## src/rtl/gru_fx_pkg.sv

```systemverilog
// Shared fixed-point constants, FSM state type and clamp helper for the GRU
// gradient-accumulation datapath (signed Q2.14 data, Q10.14 accumulator).
package gru_fx_pkg;
    localparam int DATABIT = 16;
    localparam int FRAC    = 14;
    localparam int ACCW    = 24;
    localparam int CNTW    = 8;

    localparam logic [DATABIT-1:0] Q_ONE = 16'h4000;
    localparam logic [DATABIT-1:0] Q_MAX = 16'h7FFF;
    localparam logic [DATABIT-1:0] Q_MIN = 16'h8000;

    typedef enum logic [1:0] {
        IDLE  = 2'd0,
        ACCUM = 2'd1,
        DRAIN = 2'd2,
        SCALE = 2'd3
    } gru_state_e;

    // Clamp a Q10.14 accumulator value into Q2.14; returns {clip, value}.
    function automatic logic [DATABIT:0] sat16_acc(input logic [ACCW-1:0] v);
        logic [DATABIT:0] r;
        if ((&v[ACCW-1:DATABIT-1]) || !(|v[ACCW-1:DATABIT-1])) begin
            r = {1'b0, v[DATABIT-1:0]};
        end else if (v[ACCW-1]) begin
            r = {1'b1, Q_MIN};
        end else begin
            r = {1'b1, Q_MAX};
        end
        return r;
    endfunction
endpackage

```

## src/rtl/fx_sat16.sv

```systemverilog
// Round-half-up and shift a 32-bit Q4.28 product back to Q2.14; provides the
// unclamped 18-bit result plus a 16-bit clamped copy with a clip flag.
module fx_sat16
    import gru_fx_pkg::*;
(
    input  logic [2*DATABIT-1:0] i_prod,
    output logic [DATABIT+1:0]   o_round,
    output logic [DATABIT-1:0]   o_sat,
    output logic                 o_clip
);
    localparam logic [2*DATABIT:0] RND = 33'h0_0000_2000;

    logic [2*DATABIT:0] w_biased;
    logic               w_round_unused;

    // Sign-extend by one bit so adding the rounding constant can never wrap.
    assign w_biased       = {i_prod[2*DATABIT-1], i_prod} + RND;
    assign o_round        = w_biased[FRAC+DATABIT+1:FRAC];
    assign w_round_unused = ^{w_biased[2*DATABIT], w_biased[FRAC-1:0]};

    // Clip when the bits above Q2.14 are not a pure sign extension.
    always_comb begin
        o_clip = 1'b0;
        o_sat  = o_round[DATABIT-1:0];
        if ((&o_round[DATABIT+1:DATABIT-1]) || !(|o_round[DATABIT+1:DATABIT-1])) begin
            o_clip = 1'b0;
            o_sat  = o_round[DATABIT-1:0];
        end else begin
            o_clip = 1'b1;
            o_sat  = o_round[DATABIT+1] ? Q_MIN : Q_MAX;
        end
    end
endmodule

```

## src/rtl/gru_grad_accum.sv

```systemverilog
// Per-weight GRU gradient accumulator: sums rounded delta*operand products over
// one sequence, then scales the clamped sum by the learning rate to emit dw.
module gru_grad_accum
    import gru_fx_pkg::*;
(
    input  logic               clk,
    input  logic               rst,
    input  logic               start,
    input  logic [CNTW-1:0]    seq_len,
    input  logic [DATABIT-1:0] lr,
    input  logic               delta_valid,
    output logic               in_ready,
    input  logic [DATABIT-1:0] delta,
    input  logic [DATABIT-1:0] operand,
    output logic               busy,
    output logic               dw_valid,
    output logic [DATABIT-1:0] dw,
    output logic               sat
);
    gru_state_e r_state;
    gru_state_e w_state_nx;

    logic [CNTW-1:0]      r_len;
    logic [CNTW-1:0]      r_cnt;
    logic [DATABIT-1:0]   r_lr;
    logic                 r_in_vld;
    logic [DATABIT-1:0]   r_delta;
    logic [DATABIT-1:0]   r_op;
    logic                 r_prod_vld;
    logic [ACCW-1:0]      r_prod;
    logic [ACCW-1:0]      r_acc;
    logic [DATABIT-1:0]   r_dw;
    logic                 r_dw_valid;
    logic                 r_sat;

    logic                 w_start;
    logic                 w_accept;
    logic [2*DATABIT-1:0] w_mul_prod;
    logic [DATABIT+1:0]   w_prod_round;
    logic [DATABIT-1:0]   w_prod_unused_sat;
    logic                 w_prod_unused_clip;
    logic [ACCW:0]        w_acc_sum;
    logic [ACCW-1:0]      w_acc_nx;
    logic                 w_acc_ovf;
    logic                 w_acc_clip;
    logic [DATABIT-1:0]   w_acc16;
    logic [2*DATABIT-1:0] w_scale_mul;
    logic [DATABIT+1:0]   w_scale_unused_round;
    logic [DATABIT-1:0]   w_dw;
    logic                 w_dw_clip;

    assign in_ready = (r_state == ACCUM) && (r_cnt < r_len);
    assign busy     = (r_state != IDLE);
    assign dw_valid = r_dw_valid;
    assign dw       = r_dw;
    assign sat      = r_sat;

    assign w_start  = start && (r_state == IDLE);
    assign w_accept = delta_valid && in_ready;

    assign w_mul_prod = $signed({{DATABIT{r_delta[DATABIT-1]}}, r_delta})
                      * $signed({{DATABIT{r_op[DATABIT-1]}}, r_op});

    fx_sat16 u_prod (
        .i_prod  (w_mul_prod),
        .o_round (w_prod_round),
        .o_sat   (w_prod_unused_sat),
        .o_clip  (w_prod_unused_clip)
    );

    assign {w_acc_clip, w_acc16} = sat16_acc(r_acc);
    assign w_scale_mul = $signed({{DATABIT{w_acc16[DATABIT-1]}}, w_acc16})
                       * $signed({{DATABIT{r_lr[DATABIT-1]}}, r_lr});

    fx_sat16 u_scale (
        .i_prod  (w_scale_mul),
        .o_round (w_scale_unused_round),
        .o_sat   (w_dw),
        .o_clip  (w_dw_clip)
    );

    assign w_acc_sum = {r_acc[ACCW-1], r_acc} + {r_prod[ACCW-1], r_prod};

    // Saturating accumulate: overflow when the extra sign bit disagrees.
    always_comb begin
        w_acc_ovf = 1'b0;
        w_acc_nx  = w_acc_sum[ACCW-1:0];
        if (w_acc_sum[ACCW] != w_acc_sum[ACCW-1]) begin
            w_acc_ovf = 1'b1;
            w_acc_nx  = w_acc_sum[ACCW] ? {1'b1, {(ACCW-1){1'b0}}} : {1'b0, {(ACCW-1){1'b1}}};
        end else begin
            w_acc_ovf = 1'b0;
            w_acc_nx  = w_acc_sum[ACCW-1:0];
        end
    end

    // DRAIN ends once the input stage is empty: the last product lands in acc on that edge.
    always_comb begin
        w_state_nx = r_state;
        case (r_state)
            IDLE: begin
                if (w_start) begin
                    w_state_nx = (seq_len == 8'd0) ? SCALE : ACCUM;
                end else begin
                    w_state_nx = IDLE;
                end
            end
            ACCUM: begin
                if (w_accept && ((r_cnt + 8'd1) == r_len)) begin
                    w_state_nx = DRAIN;
                end else begin
                    w_state_nx = ACCUM;
                end
            end
            DRAIN: begin
                if (!r_in_vld) begin
                    w_state_nx = SCALE;
                end else begin
                    w_state_nx = DRAIN;
                end
            end
            SCALE:   w_state_nx = IDLE;
            default: w_state_nx = IDLE;
        endcase
    end

    // State, pipeline, accumulator and output registers.
    always_ff @(posedge clk) begin
        if (rst) begin
            r_state    <= IDLE;
            r_len      <= {CNTW{1'b0}};
            r_cnt      <= {CNTW{1'b0}};
            r_lr       <= {DATABIT{1'b0}};
            r_in_vld   <= 1'b0;
            r_delta    <= {DATABIT{1'b0}};
            r_op       <= {DATABIT{1'b0}};
            r_prod_vld <= 1'b0;
            r_prod     <= {ACCW{1'b0}};
            r_acc      <= {ACCW{1'b0}};
            r_dw       <= {DATABIT{1'b0}};
            r_dw_valid <= 1'b0;
            r_sat      <= 1'b0;
        end else begin
            r_state    <= w_state_nx;
            r_in_vld   <= w_accept;
            r_prod_vld <= r_in_vld;
            r_dw_valid <= (r_state == SCALE);
            if (w_accept) begin
                r_delta <= delta;
                r_op    <= operand;
                r_cnt   <= r_cnt + 8'd1;
            end
            if (r_in_vld) begin
                r_prod <= {{(ACCW-DATABIT-2){w_prod_round[DATABIT+1]}}, w_prod_round};
            end
            if (r_state == SCALE) begin
                r_dw <= w_dw;
            end
            if (w_start) begin
                r_len <= seq_len;
                r_lr  <= lr;
                r_cnt <= {CNTW{1'b0}};
                r_acc <= {ACCW{1'b0}};
                r_sat <= 1'b0;
            end else begin
                if (r_prod_vld) begin
                    r_acc <= w_acc_nx;
                end
                if ((r_prod_vld && w_acc_ovf) || ((r_state == SCALE) && (w_acc_clip || w_dw_clip))) begin
                    r_sat <= 1'b1;
                end
            end
        end
    end
endmodule

```

## config.mk

```make
export PLATFORM = sky130hd
export DESIGN_NAME = gru_grad_accum
export DESIGN_NICKNAME = d
export VERILOG_FILES = /design/src/rtl/gru_fx_pkg.sv /design/src/rtl/fx_sat16.sv /design/src/rtl/gru_grad_accum.sv
export SDC_FILE = /design/constraint.sdc
export NUM_CORES = 2
export LEC_CHECK = 0
export ABC_AREA = 0
export CORE_MARGIN = 2
export CORE_UTILIZATION = 30
export CTS_CLUSTER_SIZE = 20
export DETAILED_ROUTE_END_ITERATION = 7
export GPL_ROUTABILITY_DRIVEN = 0
export SETUP_SLACK_MARGIN = 0.1
export SLEW_MARGIN = 25
export SYNTH_ARGS = -nofsm -noshare
export SYNTH_HDL_FRONTEND = slang
export SYNTH_SLANG_ARGS = --single-unit
```

## constraint.sdc

```tcl
create_clock -name clk -period 8.36 [get_ports clk]
set_input_delay 1.672 -clock clk [delete_from_list [all_inputs] [get_ports clk]]
set_output_delay 1.672 -clock clk [all_outputs]
set_load 0.005 [all_outputs]
```

==> results.toml <==
[status]
status = "finished, final reports clean"

[final_layout]
fillers = 8671
design_area_um2 = 27770
syn2layout_area_growth_pct = 9.802
drive_above_1_share = 0.03415
fin_nets = 3570

[sta]
slew_headroom = 0.3218
period_needed_ns = 7.767
hold_viol_final = 0
finalMaxSlewViolations = 0
fin_crit_sh = 0.9291
fin_worst_skew_ns = 0.01158
fin_tns_setup_ns = 0
max_freq_ghz = 0.1287
setup_viol = 0
grt_setup_unrepaired = "no"
worst_pin_slew_ns = 1.017

[worst_hold_path]
hp-start = "r_lr[15]"
hold_path_depth = 2
hp-class = "register to register"
whs_endpoint = "r_lr[15]"

[drt]
drc = 0
drtIter0Drc = 751
drtPass1Iterations = 5
wl_um = 57920
viasPerCell = 4.592
num_vias = 17874
wl_per_cell_um = 14.88
final_antenna_net_count = 0

[clock_tree]
cts_buffers = 17
cts.path.max_buffers = 2
clock-root-buffer = "clkbuf_16"
cts_sinks = 128
cts_max_level = 4
clk_pin_slew_worst_paths_ns = 0.06
cts_tree = "built"
clock_latency_ns = 0.48

[yosys]
synth.most_common_cell = "inv_1"
synth.distinct_cells = 81
yosysTopAreaCellShare = 0.4156
synthCells = 2794
synth_flop_cell = "dfxtp_1"
synth-async-reset-ratio = 0
ys_ff_latch = 128
synth_seq_area_share = 0.1013
synth.top_cells.by_count = "inv_1 (579), fa_1 (525), nand2_1 (365), and2_1 (200), ha_1 (187)"
yosysWarnings = 0
synth_edf_count = 0
yosys.area.top_type = "fa_1"
synth_area_leaders = "fa_1 (42%), dfxtp_1 (10%), ha_1 (9.3%), inv_1 (8.6%), nand2_1 (5.4%)"
synthesis.area_um2 = 25290
avgSynthCellArea_um2 = 9.050
synth_nets = 3566

[die]
start_util = 0.3026
rows = 106
fp.dieH_um = 294.3
fp.dieW_um = 294.3
core_area_um2 = 83560
io_pins = 80
die_area_um2 = 86630

[worst_setup_path]
path_buf_inv = 7
crit_fanout = 16
start_kind = "register"
reg2reg_depth = 29
required_ns = 8.75
crit_arrival_ns = 8.15
end_kind = "register"
slowest_delay_ns = 0.58
crit_path_top_delay_cell = "fa_1"
worstSetupPathType = "register to register"
rrSetupSlack_ns = 0.59
crit_family = "adder cells"
crit_path_frequent_cell = "fa_1"
worstReg2RegEnd = "dw[8]"
r2r_start = "r_acc[15]"

[global_route]
grt_pass1_vias = 19572
antenna_found_initial = 1
grt.overflow.total = 0
grt_pass1_wl_um = 100600
gr-usage-all-layers = 0.1456
grt_max_degree = 59

[power_and_ir_drop]
leakage_nw = 12.82
ir_drop_mv = 0.1254
power-per-cell-area_nw_per_um2 = 76.58
power_mw = 2.126

[place]
placed_area_um2 = 27130
dp.final_hpwl_um = 47740
io_buffers = 79

[run]
max_cap_violations = 0
## where the power goes
part	leakage (nW)	total (mW)	internal [mW]	switching (mW)
registers	1.04	0.698	0.629	0.0689
logic	11.5	0.638	0.261	0.377
clock network	0.288	0.790	0.471	0.319
total	12.8	2.13	1.36	0.765
## how the worst max path moves through the flow
| stage | start | endpoint | depth (start not counted) | slack [ns] |
|---|---|---|---|---|
| 2_1_floorplan | r_acc[15] | dw[9] | 29 | 0.99 |
| 3_3_place_gp | r_acc[15] | dw[2] | 27 | 0.69 |
| 3_5_place_dp | r_acc[15] | dw[8] | 27 | 0.43 |
| 4_1_cts | r_acc[15] | dw[8] | 27 | 0.43 |
| 5_1_grt | r_acc[15] | dw[10] | 29 | 0.13 |
| 6_report | r_acc[15] | dw[8] | 29 | 0.59 |
## metrics by stage
stage	worst slack, ns	hold WS [ns]	cells	util
2_1_floorplan	0.9915	0.4363	2794	-
3_3_place_gp	0.6865	0.4461	3858	0.3246
3_5_place_dp	0.4270	0.4576	3858	0.3246
4_1_cts	0.4307	0.4664	3890	0.3320
5_1_grt	0.1282	0.4909	3891	0.3323
6_report	0.5926	0.4621	3892	0.3323
## logic make-up after synthesis
family | after synthesis | synth area share
flip-flops | 128 | 0.1013
adder cells (fa/ha/maj) | 728 | 0.5145
buffers and inverters | 698 | 0.1050
XOR/XNOR | 90 | 0.03221
multiplexers | 46 | 0.01821
AO/OA/AOI/OAI | 298 | 0.07759
AND/OR/NAND/NOR | 806 | 0.1511
## area by class of cell
cell class              instances  area, µm²  area share
well taps                    1080       1351     0.04867
clock inverters                11      130.1    0.004687
flip-flops and latches        128       2562     0.09229
inverters                     580       2177     0.07841
diodes                          1      2.502  0.00009013
clock buffers                  21      480.5     0.01730
repair buffers                103      980.9     0.03533
multi-input cells            1968      20080      0.7232
## metal layers
metal	up-vias	global-route usage	share of wire
met5	-	0	0
met4	0	0.05152	0.030
met3	79	0.01493	0.032
met2	302	0.2510	0.49
met1	9020	0.1895	0.45
li1	8473	-	-
## layout by cell type, fill, tap and decap left out, types with 5 or more instances in the layout
master	instances
o21ai_1	6
and2_1	200
a211oi_1	9
nor2b_1	10
nor3_1	25
a21o_1	44
xor2_1	22
or3_1	6
a31oi_1	6
nand4_1	6
nand3_1	12
or2_2	7
clkdlybuf4s50_1	78
o21bai_1	8
dfxtp_1	128
nand2_1	365
fa_1	525
ha_1	187
inv_1	579
nand2b_1	27
xnor2_1	66
nor2_1	124
o21a_1	12
o21ai_0	48
maj3_1	16
clkbuf_16	17
a21oi_1	110
a21o_2	5
buf_4	24
mux2i_1	46
## what timing repair did
item	in CTS	in global routing
setup buffers	0	1
hold buffers	0	0
gates resized for setup	0	5
setup endpoints to repair	0	16
## sequential cells by signal, indices dropped and copies added, names as in the netlist
signal,count
dw,16
dw_valid,1
r_acc,24
r_cnt,8
r_delta,16
r_in_vld,1
r_len,8
r_lr,16
r_op,16
r_prod,18
r_prod_vld,1
r_state,2
sat,1
## worst reg2reg max path, delay by kind of cell, from the launching register on
| kind | cells | cell delay, ns |
|---|---|---|
| AOI/OAI and AO/OA | 9 | 1.76 |
| xor gates and xnor gates | 1 | 0.35 |
| adders and majority gates | 7 | 3.30 |
| buffers and inverters | 7 | 0.93 |
| DFF | 1 | 0.34 |
| and+or+nand+nor | 5 | 0.98 |
Power figures use the tool's default switching activity.
